$ cat config.mk
export PLATFORM = sky130hd
export DESIGN_NAME = roce_tx_msg_aligner
export DESIGN_NICKNAME = d
export VERILOG_FILES = /design/src/rtl/roce_tx_msg_aligner.sv
export SDC_FILE = /design/constraint.sdc
export NUM_CORES = 1
export LEC_CHECK = 0
export ABC_AREA = 1
export ABC_CLOCK_PERIOD_IN_PS = 32700
export CAP_MARGIN = 20
export CORE_AREA = 5 5 691 693
export DETAILED_ROUTE_END_ITERATION = 8
export DIE_AREA = 0 0 696 698
export PLACE_DENSITY_LB_ADDON = 0.15
export SLEW_MARGIN = 20
export SYNTH_ARGS = -nofsm -noshare
export SYNTH_HDL_FRONTEND = slang
export SYNTH_SLANG_ARGS = --single-unit
$ cat constraint.sdc
create_clock -name ap_clk -period 32.7 [get_ports ap_clk]
set_clock_uncertainty 0.1 [all_clocks]
set_input_delay 8.175 -clock ap_clk [delete_from_list [all_inputs] [get_ports ap_clk]]
set_output_delay 8.175 -clock ap_clk [all_outputs]
set_load 0.01 [all_outputs]
$ cat src/rtl/roce_tx_msg_aligner.sv
// Aligns RoCE TX meta/data streams: forwards each meta word, then exactly the data beats its length implies.
// Optional ROCE_TX_ALIGN_BYTECNT_EN adds a 64-bit forwarded-byte counter output.
module roce_tx_msg_aligner #(
    parameter int META_W  = 256,
    parameter int DATA_W  = 512,
    parameter int LEN_LSB = 155
) (
    input  logic                  ap_clk,
    input  logic                  areset,
    input  logic                  s_meta_tvalid,
    output logic                  s_meta_tready,
    input  logic [META_W-1:0]     s_meta_tdata,
    input  logic [META_W/8-1:0]   s_meta_tkeep,
    input  logic                  s_meta_tlast,
    input  logic                  s_data_tvalid,
    output logic                  s_data_tready,
    input  logic [DATA_W-1:0]     s_data_tdata,
    input  logic [DATA_W/8-1:0]   s_data_tkeep,
    input  logic                  s_data_tlast,
    output logic                  m_meta_tvalid,
    input  logic                  m_meta_tready,
    output logic [META_W-1:0]     m_meta_tdata,
    output logic [META_W/8-1:0]   m_meta_tkeep,
    output logic                  m_meta_tlast,
    output logic                  m_data_tvalid,
    input  logic                  m_data_tready,
    output logic [DATA_W-1:0]     m_data_tdata,
    output logic [DATA_W/8-1:0]   m_data_tkeep,
    output logic                  m_data_tlast,
    output logic [31:0]           msg_count,
    output logic [15:0]           err_short,
    output logic [15:0]           err_long,
    output logic                  busy
`ifdef ROCE_TX_ALIGN_BYTECNT_EN
    ,
    output logic [63:0]           byte_count
`endif
);

    localparam int KEEP_W  = DATA_W / 8;
    localparam int REM_W   = $clog2(KEEP_W);
    localparam int BEATS_W = 33 - REM_W;

    typedef enum logic [1:0] {IDLE, META, DATA, DRAIN} state_t;

    // All streams use AXI4-Stream semantics: a beat transfers on a rising
    // edge where tvalid and tready are both high; tvalid never waits on tready.
    state_t               state;
    logic [BEATS_W-1:0]   beats;
    logic [REM_W-1:0]     rem;
    logic [31:0]          beat_cnt;
    logic [31:0]          len_in;
    logic [BEATS_W-1:0]   beats_in;
    logic                 is_final;
    logic [KEEP_W-1:0]    rem_mask;

    assign len_in   = s_meta_tdata[LEN_LSB +: 32];
    assign beats_in = {1'b0, len_in[31:REM_W]} + {{(BEATS_W-1){1'b0}}, |len_in[REM_W-1:0]};
    assign is_final = (beat_cnt == (32'(beats) - 32'd1));
    assign rem_mask = (KEEP_W'(1) << rem) - KEEP_W'(1);

    assign m_data_tvalid = (state == DATA) && s_data_tvalid;
    assign s_data_tready = (state == DATA) ? m_data_tready : (state == DRAIN);
    assign m_data_tdata  = s_data_tdata;
    assign m_data_tlast  = is_final || s_data_tlast;
    assign m_data_tkeep  = (is_final && rem != '0) ? rem_mask : s_data_tkeep;
    assign busy          = (state != IDLE);

    always_ff @(posedge ap_clk) begin
        if (areset) begin
            state         <= IDLE;
            s_meta_tready <= 1'b0;
            m_meta_tvalid <= 1'b0;
            msg_count     <= '0;
            err_short     <= '0;
            err_long      <= '0;
            beat_cnt      <= '0;
            beats         <= '0;
            rem           <= '0;
        end else begin
            case (state)
                IDLE: begin
                    s_meta_tready <= 1'b1;
                    if (s_meta_tvalid && s_meta_tready) begin
                        m_meta_tdata  <= s_meta_tdata;
                        m_meta_tkeep  <= s_meta_tkeep;
                        m_meta_tlast  <= s_meta_tlast;
                        beats         <= beats_in;
                        rem           <= len_in[REM_W-1:0];
                        s_meta_tready <= 1'b0;
                        m_meta_tvalid <= 1'b1;
                        state         <= META;
                    end
                end
                META: begin
                    if (m_meta_tready) begin
                        m_meta_tvalid <= 1'b0;
                        msg_count     <= msg_count + 32'd1;
                        beat_cnt      <= '0;
                        if (beats == '0) begin
                            state         <= IDLE;
                            s_meta_tready <= 1'b1;
                        end else begin
                            state <= DATA;
                        end
                    end
                end
                DATA: begin
                    if (s_data_tvalid && m_data_tready) begin
                        beat_cnt <= beat_cnt + 32'd1;
                        if (s_data_tlast) begin
                            state         <= IDLE;
                            s_meta_tready <= 1'b1;
                            if (!is_final && err_short != 16'hFFFF)
                                err_short <= err_short + 16'd1;
                        end else if (is_final) begin
                            state <= DRAIN;
                            if (err_long != 16'hFFFF)
                                err_long <= err_long + 16'd1;
                        end
                    end
                end
                DRAIN: begin
                    // Surplus upstream beats are swallowed until the burst ends.
                    if (s_data_tvalid && s_data_tlast) begin
                        state         <= IDLE;
                        s_meta_tready <= 1'b1;
                    end
                end
                default: state <= IDLE;
            endcase
        end
    end

`ifdef ROCE_TX_ALIGN_BYTECNT_EN
    logic [REM_W:0] keep_ones;

    always_comb begin
        keep_ones = '0;
        for (int i = 0; i < KEEP_W; i++)
            keep_ones = keep_ones + {{REM_W{1'b0}}, m_data_tkeep[i]};
    end

    always_ff @(posedge ap_clk) begin
        if (areset)
            byte_count <= '0;
        else if (m_data_tvalid && m_data_tready)
            byte_count <= byte_count + 64'(keep_ones);
    end
`endif

endmodule

======== Yosys cells after proc, flatten, opt, wreduce, memory -nomap -nowiden ========
Cells that the tools add are included.
operators by class
  $add $sub $neg .......................... 7
  equality and inequality tests ........... 13
  shift operators ......................... 1
  mux-type cells .......................... 23
  bitwise operators ....................... 2
  reduce and logical (&&, ||, !) cells .... 24
operators by type and width
  cell                     number
  $add A32 B1 Y32 const B  2
  $mux W32                 2
  $mux W64                 1
  $pmux W32 S2             1
  $shl A1 B6 Y64 const A   1
  $sub A64 B2 Y64 const B  1
  $add A16 B1 Y16 const B  2
  $eq A32 B32 Y1           1
  $ne A16 B16 Y1 const B   2
  $sub A27 B1 Y28 const B  1
  $add A26 B1 Y27          1
  $logic_not A27 Y1        1
  $reduce_and A5 Y1        3
  $mux W2                  7
  $mux W1                  9
  $reduce_and A3 Y1        3
  $ne A2 B2 Y1 const B     4
  $pmux W2 S4              1
  $logic_and A1 B1 Y1      6
  $reduce_bool A2 Y1       3
  $reduce_bool A6 Y1       1
  $reduce_or A6 Y1         1
  $eq A2 B2 Y1 const B     2
  $ne A2 B1 Y1 const B     2
  10 further kinds         12
storage, ports and cells
  register bits ........................... 422
  input bits .............................. 872
  output and inout bits ................... 935
  logic and storage cells ................. 82

======== Logic depth before layout (Yosys ltp) ========
  word-level depth ........................ 6
  gate-level depth with buffers ........... 21
  mapped depth without buffers ............ 21

======== Least setup slack after synthesis ========
OpenSTA, ideal clock, no wires.
  kind .................................... in2reg
  start ................................... input s_meta_tvalid
  end ..................................... register beats[26]
  library setup time ...................... 121 ps
  arrival ................................. 21,941 ps
  data required time ...................... 32,479 ps
  setup slack ............................. 10,538 ps
  stages .................................. 6
  buffers on the path ..................... 0
  path through ............................ nand2_1 nor2_1 inv_1 nor2_1 inv_1 o41ai_1
on the way
  cells in the longest elaborated chain, start to end .. 2
RTL lines
  element                             RTL line  RTL
  start, declared                     10        input logic s_meta_tvalid,
  $logic_and A1 B1 Y1                 84        if (s_meta_tvalid && s_meta_tready) begin
  $reduce_and A2 Y1 (no source line)  n/a
  end signal, assigned                88        beats <= beats_in;
  end, declared                       49        logic [BEATS_W-1:0] beats;
Every way passes these cells.
A chain may end at the register's enable or synchronous reset.

======== Worst setup path after layout ========
  start ................................... input s_data_tkeep[3]
  end ..................................... output m_data_tkeep[3]
on the way
  cells in the longest elaborated chain, start to end .. 1
RTL lines
  element          RTL line  RTL
  start, declared  18        input logic [DATA_W/8-1:0] s_data_tkeep,
  $mux W64         66        assign m_data_tkeep = (is_final && rem != '0) ? rem_mask : s_data_tkeep;
  end, declared    28        output logic [DATA_W/8-1:0] m_data_tkeep,
Every way passes these cells.

==> results <==
- The most area-hungry cell type in the Yosys netlist is sky130_fd_sc_hd__edfxtp_1.
- The most used flip-flop cell after synthesis is sky130_fd_sc_hd__edfxtp_1.
- The H-tree depth is 3.
- The endpoint required time on the critical path is 24,420 ps.
- The number of synthesized register bits is 422.
- The number of cells in the design after placement is 9,121.
- The total area inside the core boundary comes to 470,000 sq um.
- The worst ir drop on vdd is 0.0445 mV.
- Derived from the worst setup path, the maximum achievable clock frequency is 0.0541 GHz.
- Clock latency on the worst-skew pair, taken at its later pin, is 770 ps.
- The filler-free cell count of the finished design is 9,301.
- The total CTS buffers is 76.
- The final route contains 20,627 vias.
- After detailed routing, the total wire length is 244,000 um.
- Dividing the final minimum period by the clock period gives 56.6%.
- The clock-pin slew of the registers on the worst-case setup and hold paths is 60 ps.
- The floorplan row count is 252.
- The number of hold violations in the final report is 0.
- The worst setup path is of the in2out kind.
- The wire-length estimate of the detail-placed layout is 215,000 um.
- The count of max-cap constraint violations is 0.
- The worst hold-check slack is 368 ps.
- The filler cells instantiated in the layout total 54,778.
- The area growth from synthesis to layout is 60.4%.
- Across every metal layer, demand over resource in global routing totals 9.59%.
- The CTS tree is yes.
- Ranked by instance count, the synthesized netlist is headed by sky130_fd_sc_hd__buf_4, sky130_fd_sc_hd__nand2_1, sky130_fd_sc_hd__edfxtp_1.
- The shortest clock period the worst path allows after layout is 18,500 ps.
- STA classifies the critical path startpoint as an input port.
- For this configuration, the core starts out at a cell density of 4.96%.
- The die covers 486,000 sq um.
- The worst pin sits at a relative slew slack of 27.3%.
- In this run, synthesis inferred 289 flip-flops with an integrated enable.
- The first global-routing pass estimated 291,000 um of wire.
- The total I/O pin count is 1,807.
- By instance count, the leading cell after synthesis is sky130_fd_sc_hd__buf_4.
- In the final routed layout, each cell accounts on average for 26.2 um.
- The number of nets at the end of the flow is 3,857.
- Setup repair after global routing left no endpoint under its margin.
- For the pin with the worst max-slew slack, the measured transition is 1090 ps.
- The max-slew violation total from the final report is 0.
- The ratio of cells with drive above 1 in the final layout is 5.75%.
- Once the clock tree was built, the resizer swapped 0 gates to a different size.
- Buffers inserted to repair hold after CTS numbered 0.
- The post-CTS setup buffer count is 0.
- The number of antenna violations at the first check in global routing is 162.
- In this run the tool buffered the top-level ports with 782 buffer cells.
- The post-synthesis instance total is 2,659.
- Setup violations remaining at the end of the flow were counted as 0.
- Setup slack on the critical path of the routed design comes to 14,200 ps.
- The number of nets in the synthesized netlist is 3,540.
- The vias per cell is 2.22.
- At the placement stage, the worst setup path has a slack of 14,090 ps.
- The clock passes through at most 4 buffers.
- After detailed routing, the number of remaining DRC violations is 0.
- The path type of the worst min-delay path is reg2reg.
- The die width is 696 um.
- The first TritonRoute pass finished after 5 iterations.
- Entering global routing, the biggest net connects 62 pins.
- The power per cell area is 56.4 nW/um^2.
- The mean instance size in the synthesized netlist is 8.78 sq um.
- STA puts the critical path data arrival time at 10,220 ps.
- The number of DRC markers in iteration 0 is 1,255.
- The share of flip-flops with an asynchronous set or reset is 0%.
- The register area share after synthesis is 48.6%.
- The congestion estimate from routability-driven global placement came to 0.814.
- Total power for the finished layout comes to 2110 uW.
- The flow ran to the end, and the final reports show no timing, DRC or antenna violations.
- The number of nets with antenna violations after detailed routing is 0.
- Summed over all cells, the static leakage comes to 0.0120 uW.
- The final-layout setup total negative slack is 0 ps.
- The kind of end point of the critical path is an output pin.
- The via count of the first global-routing pass is 20,513.
- The post-synth design cell area is 23,300 sq um.
- By area the synthesized netlist is led by sky130_fd_sc_hd__edfxtp_1, sky130_fd_sc_hd__buf_4, sky130_fd_sc_hd__dfxtp_1.
- The top-area cell type share of the netlist area is 37.2%.
- In this run the worst path has a maximum fanout of 1.
- For this run the aggregate overflow at the end of global routing stands at 0.
- The synthesized netlist contains 50 unique library cells.
- The number of clock sinks is 422.
- The die is 698 um tall.
- The cell at the root of the clock tree is sky130_fd_sc_hd__clkbuf_16.
- The count of warnings emitted by yosys is 0.
==> per-layer routing <==
metal,GRT usage (%),share of wire [%]
met1,8.97,32
met2,15.6,45
met3,7.21,17
met4,4.01,4.7
met5,1.48,0.48
==> kinds of logic (layout without fill, tap and decap cells) <==
kind of cell,count (synthesis),count (layout),share of synthesized area [%]
muxes,5,5,0.214
buffers and inverters,833,1201,21.8
xor gates and xnor gates,85,85,3.25
adders and majority gates,9,9,0.483
AOI/OAI and AO/OA,258,258,5.90
DFF,422,422,48.6
and+or+nand+nor,1047,1047,19.7
other,0,51,0
==> path summary, 6_finish.rpt <==
kind / slack [ps] / to / from / cells past startpoint
max: 14200 / m_data_tkeep[3] / s_data_tkeep[3] / 4
max reg2reg: 27630 / m_meta_tdata[32] / state[0] / 11
min reg2reg: 370 / m_meta_tvalid / m_meta_tvalid / 2
min: 370 / m_meta_tvalid / m_meta_tvalid / 2
==> through the flow <==
stage                     instance area, sq um  utilization [%]
after floorplan                          23300                -
after global placement                   35000             7.45
after detailed placement                 35100             7.46
after CTS                                37300             7.93
after global routing                     37400             7.96
final                                    37400             7.96
==> layout make-up <==
class,count,area (sq um),area share (%)
Antenna cell,51,128,0.341
Sequential cell,422,11300,30.3
Tap cell,6223,7790,20.8
Inverter,266,998,2.67
Clock buffer,91,1970,5.26
Clock inverter,38,268,0.716
Multi-Input combinational cell,1404,6910,18.5
Timing Repair Buffer,806,8020,21.4
==> critical path: stages <==
cell and delay, ps:
sky130_fd_sc_hd__clkdlybuf4s50_1 460, sky130_fd_sc_hd__nand2_1 350, sky130_fd_sc_hd__o21ai_0 510, sky130_fd_sc_hd__clkdlybuf4s50_1 700
==> power by group <==
group / internal (uW) / switching [uW] / total [uW] / leakage, uW
registers: 624 / 36.2 / 661 / 0.00370
logic: 223 / 463 / 686 / 0.00717
clock network: 442 / 323 / 765 / 0.00109
==> state kept, by name (all words and copies together) (netlist names) <==
| signal | flops |
|---|---|
| state | 2 |
| beats | 27 |
| err_long | 16 |
| m_meta_tlast | 1 |
| err_short | 16 |
| m_meta_tkeep | 32 |
| m_meta_tvalid | 1 |
| m_meta_tdata | 256 |
| s_meta_tready | 1 |
| beat_cnt | 32 |
| msg_count | 32 |
| rem | 6 |
==> layout by cell type (no fill, tap or decap), drive strengths merged, types with 5 or more instances in the layout <==
master         Yosys  routed
a211oi             6       6
diode              0      51
inv              264     268
buf              531      25
clkinv             2      30
nand4             77      77
nand3            120     120
nand3b             9       9
or2               17      17
clkbuf            36      91
nor3              58      58
dfxtp            133     133
clkdlybuf4s50      0     781
nor2             288     288
mux2i              5       5
xnor2             25      25
o21ai            128     128
ha                 9       9
a21oi             99      99
nor4              20      20
o21a               7       7
edfxtp           289     289
xor2              59      59
o21bai             7       7
nand2            448     448
No activity file was read; power rests on OpenSTA's default activity.
